==> src/rtl/cbfp_index_restore.sv <==
// Re-expands 11-bit block-floating-point mantissas to 23-bit fixed point using per-beat shift indices.
// Fixed 2-cycle latency, no backpressure; index vectors queue in a small FIFO, with overflow/underflow flagged sticky.
module cbfp_index_restore #(
   parameter int cnt_size   = 5,
   parameter int array_size = 16,
   parameter int array_num  = 4,
   parameter int din_size   = 11,
   parameter int dout_size  = 23,
   parameter int shift_base = 12,
   parameter int idx_depth  = 4
) (
   input  logic                        clk,
   input  logic                        rstn,
   input  logic                        valid_in,
   input  logic signed [din_size-1:0]  din [0:array_size-1],
   input  logic                        idx_valid,
   input  logic [cnt_size-1:0]         idx_in [0:array_num-1],
   output logic signed [dout_size-1:0] dout [0:array_size-1],
   output logic                        valid_out,
   output logic                        idx_ovf,
   output logic                        idx_udf
);
   localparam int beat_w = (array_num > 1) ? $clog2(array_num) : 1;
   localparam int ptr_w  = (idx_depth > 1) ? $clog2(idx_depth) : 1;
   localparam int occ_w  = $clog2(idx_depth + 1);
   localparam logic [cnt_size-1:0] base_c    = cnt_size'(shift_base);
   localparam logic [beat_w-1:0]   last_beat = beat_w'(array_num - 1);
   localparam logic [ptr_w-1:0]    last_ptr  = ptr_w'(idx_depth - 1);
   localparam logic [occ_w-1:0]    full_occ  = occ_w'(idx_depth);

   typedef logic [array_num-1:0][cnt_size-1:0] ivec_t;

   logic [beat_w-1:0]          beat_q, beat_d;
   logic [ptr_w-1:0]           wr_ptr_q, wr_ptr_d, rd_ptr_q, rd_ptr_d;
   logic [occ_w-1:0]           occ_q, occ_d;
   ivec_t                      mem_q [idx_depth];
   ivec_t                      mem_d [idx_depth];
   ivec_t                      cur_idx_q, cur_idx_d;
   logic                       s1_vld_q, s1_vld_d;
   logic signed [din_size-1:0] s1_din_q [array_size];
   logic signed [din_size-1:0] s1_din_d [array_size];
   logic [cnt_size-1:0]        s1_shift_q, s1_shift_d;
   logic                       vld_q, vld_d;
   logic signed [dout_size-1:0] dout_q [array_size];
   logic signed [dout_size-1:0] dout_d [array_size];
   logic                       ovf_q, ovf_d, udf_q, udf_d;

   logic  beat0, fifo_empty, fifo_full, pop, bypass, push;
   ivec_t idx_vec, head_vec;
   logic [cnt_size-1:0] shift_sel;

   function automatic logic [ptr_w-1:0] ptr_inc(input logic [ptr_w-1:0] p);
      return (p == last_ptr) ? '0 : p + 1'b1;
   endfunction

   // Index below base scales up, above base scales down (arithmetic, floors toward -inf).
   function automatic logic signed [dout_size-1:0] restore(input logic signed [din_size-1:0] m,
                                                          input logic [cnt_size-1:0] s);
      logic signed [dout_size-1:0] ext;
      ext = {{(dout_size-din_size){m[din_size-1]}}, m};
      if (s <= base_c) return ext <<< (base_c - s);
      else             return ext >>> (s - base_c);
   endfunction

   always_comb begin
      idx_vec = '0;
      for (int k = 0; k < array_num; k++) idx_vec[k] = idx_in[k];

      beat0      = valid_in && (beat_q == '0);
      fifo_empty = (occ_q == '0);
      fifo_full  = (occ_q == full_occ);
      pop        = beat0 && !fifo_empty;
      bypass     = beat0 && fifo_empty && idx_valid;
      push       = idx_valid && !bypass && (!fifo_full || pop);

      beat_d    = beat_q;
      wr_ptr_d  = wr_ptr_q;
      rd_ptr_d  = rd_ptr_q;
      occ_d     = occ_q;
      mem_d     = mem_q;
      cur_idx_d = cur_idx_q;
      shift_sel = base_c;

      if (valid_in) beat_d = (beat_q == last_beat) ? '0 : beat_q + 1'b1;

      head_vec = pop ? mem_q[rd_ptr_q] : (bypass ? idx_vec : {array_num{base_c}});
      if (beat0) begin
         cur_idx_d = head_vec;
         shift_sel = head_vec[0];
      end else begin
         shift_sel = cur_idx_q[beat_q];
      end

      if (push) begin
         mem_d[wr_ptr_q] = idx_vec;
         wr_ptr_d        = ptr_inc(wr_ptr_q);
      end
      if (pop) rd_ptr_d = ptr_inc(rd_ptr_q);
      if (push && !pop)      occ_d = occ_q + 1'b1;
      else if (pop && !push) occ_d = occ_q - 1'b1;

      ovf_d = ovf_q | (idx_valid && fifo_full && !pop);
      udf_d = udf_q | (beat0 && fifo_empty && !idx_valid);

      s1_vld_d   = valid_in;
      s1_din_d   = s1_din_q;
      s1_shift_d = s1_shift_q;
      if (valid_in) begin
         s1_din_d   = din;
         s1_shift_d = shift_sel;
      end

      vld_d  = s1_vld_q;
      dout_d = dout_q;
      if (s1_vld_q) begin
         for (int i = 0; i < array_size; i++) dout_d[i] = restore(s1_din_q[i], s1_shift_q);
      end
   end

   always_ff @(posedge clk or negedge rstn) begin
      if (!rstn) begin
         beat_q     <= '0;
         wr_ptr_q   <= '0;
         rd_ptr_q   <= '0;
         occ_q      <= '0;
         mem_q      <= '{default: '0};
         cur_idx_q  <= {array_num{base_c}};
         s1_vld_q   <= 1'b0;
         s1_din_q   <= '{default: '0};
         s1_shift_q <= base_c;
         vld_q      <= 1'b0;
         dout_q     <= '{default: '0};
         ovf_q      <= 1'b0;
         udf_q      <= 1'b0;
      end else begin
         beat_q     <= beat_d;
         wr_ptr_q   <= wr_ptr_d;
         rd_ptr_q   <= rd_ptr_d;
         occ_q      <= occ_d;
         mem_q      <= mem_d;
         cur_idx_q  <= cur_idx_d;
         s1_vld_q   <= s1_vld_d;
         s1_din_q   <= s1_din_d;
         s1_shift_q <= s1_shift_d;
         vld_q      <= vld_d;
         dout_q     <= dout_d;
         ovf_q      <= ovf_d;
         udf_q      <= udf_d;
      end
   end

   always_comb begin
      for (int i = 0; i < array_size; i++) dout[i] = dout_q[i];
   end
   assign valid_out = vld_q;
   assign idx_ovf   = ovf_q;
   assign idx_udf   = udf_q;

endmodule

==> config.mk <==
export PLATFORM = sky130hd
export DESIGN_NAME = cbfp_index_restore
export DESIGN_NICKNAME = d
export VERILOG_FILES = /design/src/rtl/cbfp_index_restore.sv
export SDC_FILE = /design/constraint.sdc
export NUM_CORES = 2
export LEC_CHECK = 0
export ABC_AREA = 1
export CORE_ASPECT_RATIO = 1.75
export CORE_MARGIN = 2
export CORE_UTILIZATION = 41
export CTS_BUF_LIST = sky130_fd_sc_hd__clkbuf_8
export DETAILED_ROUTE_END_ITERATION = 7
export PLACE_DENSITY = 0.72
export SYNTH_ARGS = -nofsm -noshare
export SYNTH_HDL_FRONTEND = slang
export SYNTH_SLANG_ARGS = --single-unit
==> constraint.sdc <==
create_clock -name clk -period 3.3 [get_ports clk]
set_input_delay 0.825 -clock clk [delete_from_list [all_inputs] [get_ports clk]]
set_output_delay 0.825 -clock clk [all_outputs]
set_load 0.005 [all_outputs]
==> flow_metrics.py <==
metrics = {
    "status": {
        "status": "finished, final reports clean",
    },
    "floorplan": {
        "row_count": 155,
        "core_area_um2": 102000,
        "io_pins": 571,
        "initial_core_util": 0.414,
        "die_area_um2": 106000,
        "die_h_um": 429,
        "chipWidth_um": 247,
    },
    "global_route": {
        "grt-ovfl-total": 0,
        "grt_antenna_before_repair": 15,
        "grt_max_degree": 187,
        "grt_util_all_layers": 0.412,
        "grt_pass1_vias": 48288,
        "grt_pass1_wl_um": 320000,
    },
    "drt": {
        "drtIter0Drc": 4949,
        "num_vias": 49555,
        "drt-wirelength-per-cell_um": 26.3,
        "vias_per_cell": 5.91,
        "drt-pass1-iter-count": 6,
        "drc": 0,
        "drtAntennaViolNets": 0,
        "drt-total-wl_um": 221000,
    },
    "cts": {
        "clock_sinks": 662,
        "cts_tree": "done",
        "cts_setup_buffers": 0,
        "cts_made_buffers": 105,
        "clockBufferDepth": 3,
        "clockRootBuffer": "clkbuf_8",
        "cts_max_level": 3,
        "clkSlewWorstSetupHoldPaths_ns": 0.07,
        "worst_skew_pair.late_latency_ns": 0.88,
        "cts_resized": 0,
    },
    "timing": {
        "maxSlewHeadroom": 0.130,
        "tightest_slew_ns": 1.30,
        "fin_ws_ns": 0.188,
        "rsz0062_at_grt": "false",
        "fin_crit_sh": 0.943,
        "finalCriticalPeriod_ns": 3.11,
        "final.setup.tns_ns": 0,
        "timing.final.hold_violations": 0,
        "slew_viol_final": 0,
        "setup_viol": 0,
        "skew_ns": 0.0425,
        "clock.fmax_mhz": 321,
    },
    "synthesis": {
        "syn-num-nets": 6770,
        "synth_cell_type_count": 41,
        "ys_top_cells_by_area": "dfrtp_1, nand2_1, nand3_1",
        "ys_ff_latch": 662,
        "synthArstFlopShare": 1.00,
        "yosysMostFrequentCell": "nand2_1",
        "synth_top_area_cell": "dfrtp_1",
        "syn_avg_cell_area_um2": 6.45,
        "syn_inst": 6559,
        "synth-warning-count": 0,
        "synth_ff_type": "dfrtp_1",
        "synthTopCellsByCount": "nand2_1, nand3_1, dfrtp_1",
        "synth_edf_count": 0,
        "yosysSeqAreaShare": 0.392,
        "yosysTopAreaCellShare": 0.386,
        "syn_area_um2": 42300,
    },
    "layout": {
        "drive_gt1_frac": 0.0623,
        "seqCellArea_um2": 16600,
        "fillers": 10445,
        "final_nets": 7166,
        "final_area_um2": 52200,
        "final_util": 0.511,
        "syn2layout_area_growth_pct": 23.3,
        "multiInputGateArea_um2": 23000,
    },
    "pwr": {
        "power.total_mw": 70.7,
        "p_leak_nw": 24.7,
        "powerDensity_nw_per_um2": 1360,
        "peakVddDrop_mv": 1.28,
    },
    "placement": {
        "gp_congestion": 1.00,
        "hpwl_um": 156000,
        "placedInstanceArea_um2": 49500,
        "port_buffers": 570,
        "pre_cts_slack_ns": 0.311,
    },
    "worst_setup_path": {
        "critPathCaptureType": "output pin",
        "timing.rr.start": "s1_shift_q[0]$_DFFE_PN0P_",
        "r2r_cells": 10,
        "r2r-end": "dout[5]$_DFFE_PN0P_",
        "path_delay_family": "flip-flops",
        "r2r_slack_ns": 0.25,
        "cpMaxStageDelayCell": "dfrtp_1",
        "path_class": "reg2out",
        "startpoint_type": "flop",
        "cp_max_fo": 2,
        "worstPathRequired_ns": 2.47,
        "slowest_delay_ns": 0.79,
        "critical_path_buf_inv_count": 1,
        "cp.arrival_ns": 2.29,
        "crit_chain": "clkdlybuf4s50_1",
    },
    "worst_hold_path": {
        "min_from": "valid_in",
        "min_to": "cur_idx_q[7]$_DFFE_PN1P_",
        "hold_class": "in2reg",
        "whs_path_depth": 4,
    },
    "flow_run": {
        "drv_cap": 0,
    },
}
==> state kept, by name, indices dropped and copies added (netlist names), 2 cells and up <==
signal,flops
beat_q,2
cur_idx_q,20
dout,368
mem_q,80
occ_q,3
rd_ptr_q,2
s1_din_q,176
s1_shift_q,5
wr_ptr_q,2
==> power by group <==
group | total (mW) | switching (mW) | internal, mW
Sequential | 14.8 | 3.48 | 11.4
Clock | 8.77 | 3.82 | 4.96
Combinational | 47.1 | 32.1 | 15.0
==> layout make-up <==
class | instances | area share
diodes | 11 | 0.000528
clock buffers | 138 | 0.0364
clock inverters | 56 | 0.0133
inverters | 198 | 0.0147
multi-input cells | 5234 | 0.440
flip-flops and latches | 662 | 0.318
well taps | 1334 | 0.0320
repair buffers | 754 | 0.145
==> how the worst max path moves through the flow <==
stage,cells past startpoint,from,slack (ns),to
finish,1,dout[124]$_DFFE_PN0P_,0.19,dout[124]
global route,1,dout[124]$_DFFE_PN0P_,0.14,dout[124]
CTS,1,dout[101]$_DFFE_PN0P_,0.32,dout[101]
detailed placement,9,idx_valid,0.31,occ_q[2]$_DFFE_PN0P_
global placement,9,idx_valid,0.28,occ_q[2]$_DFFE_PN0P_
floorplan,11,beat_q[0]$_DFFE_PN0P_,0.49,occ_q[1]$_DFFE_PN0P_
==> through the flow <==
step           hold slack [ns]  std cells
2_1_floorplan            0.349       6559
3_3_place_gp             0.450       8181
3_5_place_dp             0.457       8181
4_1_cts                  0.372       8376
5_1_grt                  0.436       8381
6_report                 0.434       8387
==> routing by layer <==
layer / part of all wire / vias up / global-route usage
met1: 0.34 / 23410 / 0.452
met4: 0.10 / 16 / 0.355
met2: 0.47 / 2974 / 0.670
met3: 0.086 / 891 / 0.0918
li1: - / 22264 / -
met5: 0.00049 / - / 0
==> tightest hold or removal path, cell delays in order <==
cell and delay, ns:
clkbuf_8 0.13, nand2_2 0.06, inv_2 0.16, o21ai_0 0.10
==> cell usage in the layout, fill, tap and decap left out, types with 43 or more instances in the layout <==
| master | netlist | routed |
|---|---|---|
| clkbuf_8 | 0 | 139 |
| a21oi_1 | 393 | 393 |
| a31oi_1 | 71 | 71 |
| o21ai_0 | 386 | 386 |
| dfrtp_1 | 652 | 649 |
| o21ai_1 | 76 | 76 |
| o22ai_1 | 43 | 43 |
| clkdlybuf4s50_1 | 0 | 568 |
| nor2_1 | 615 | 611 |
| nand2_1 | 2497 | 2494 |
| nand3_1 | 998 | 997 |
| inv_1 | 177 | 195 |
| buf_4 | 29 | 145 |
==> cells by family after synthesis <==
logic type                 count (synthesis)  synth area share
AOI/OAI and AO/OA                       1029             0.129
buffers and inverters                    663            0.0684
adders and majority gates                 11           0.00343
muxes                                      1          0.000266
and+or+nand+nor                         4191             0.407
xor gates and xnor gates                   2          0.000414
DFF                                      662             0.392
==> repair_timing <==
action | CTS | global route
setup endpoints to repair | 0 | 0
endpoints found under the hold margin | 53 | 0
hold buffers | 1 | 0
(Power assumes the default switching activity.)
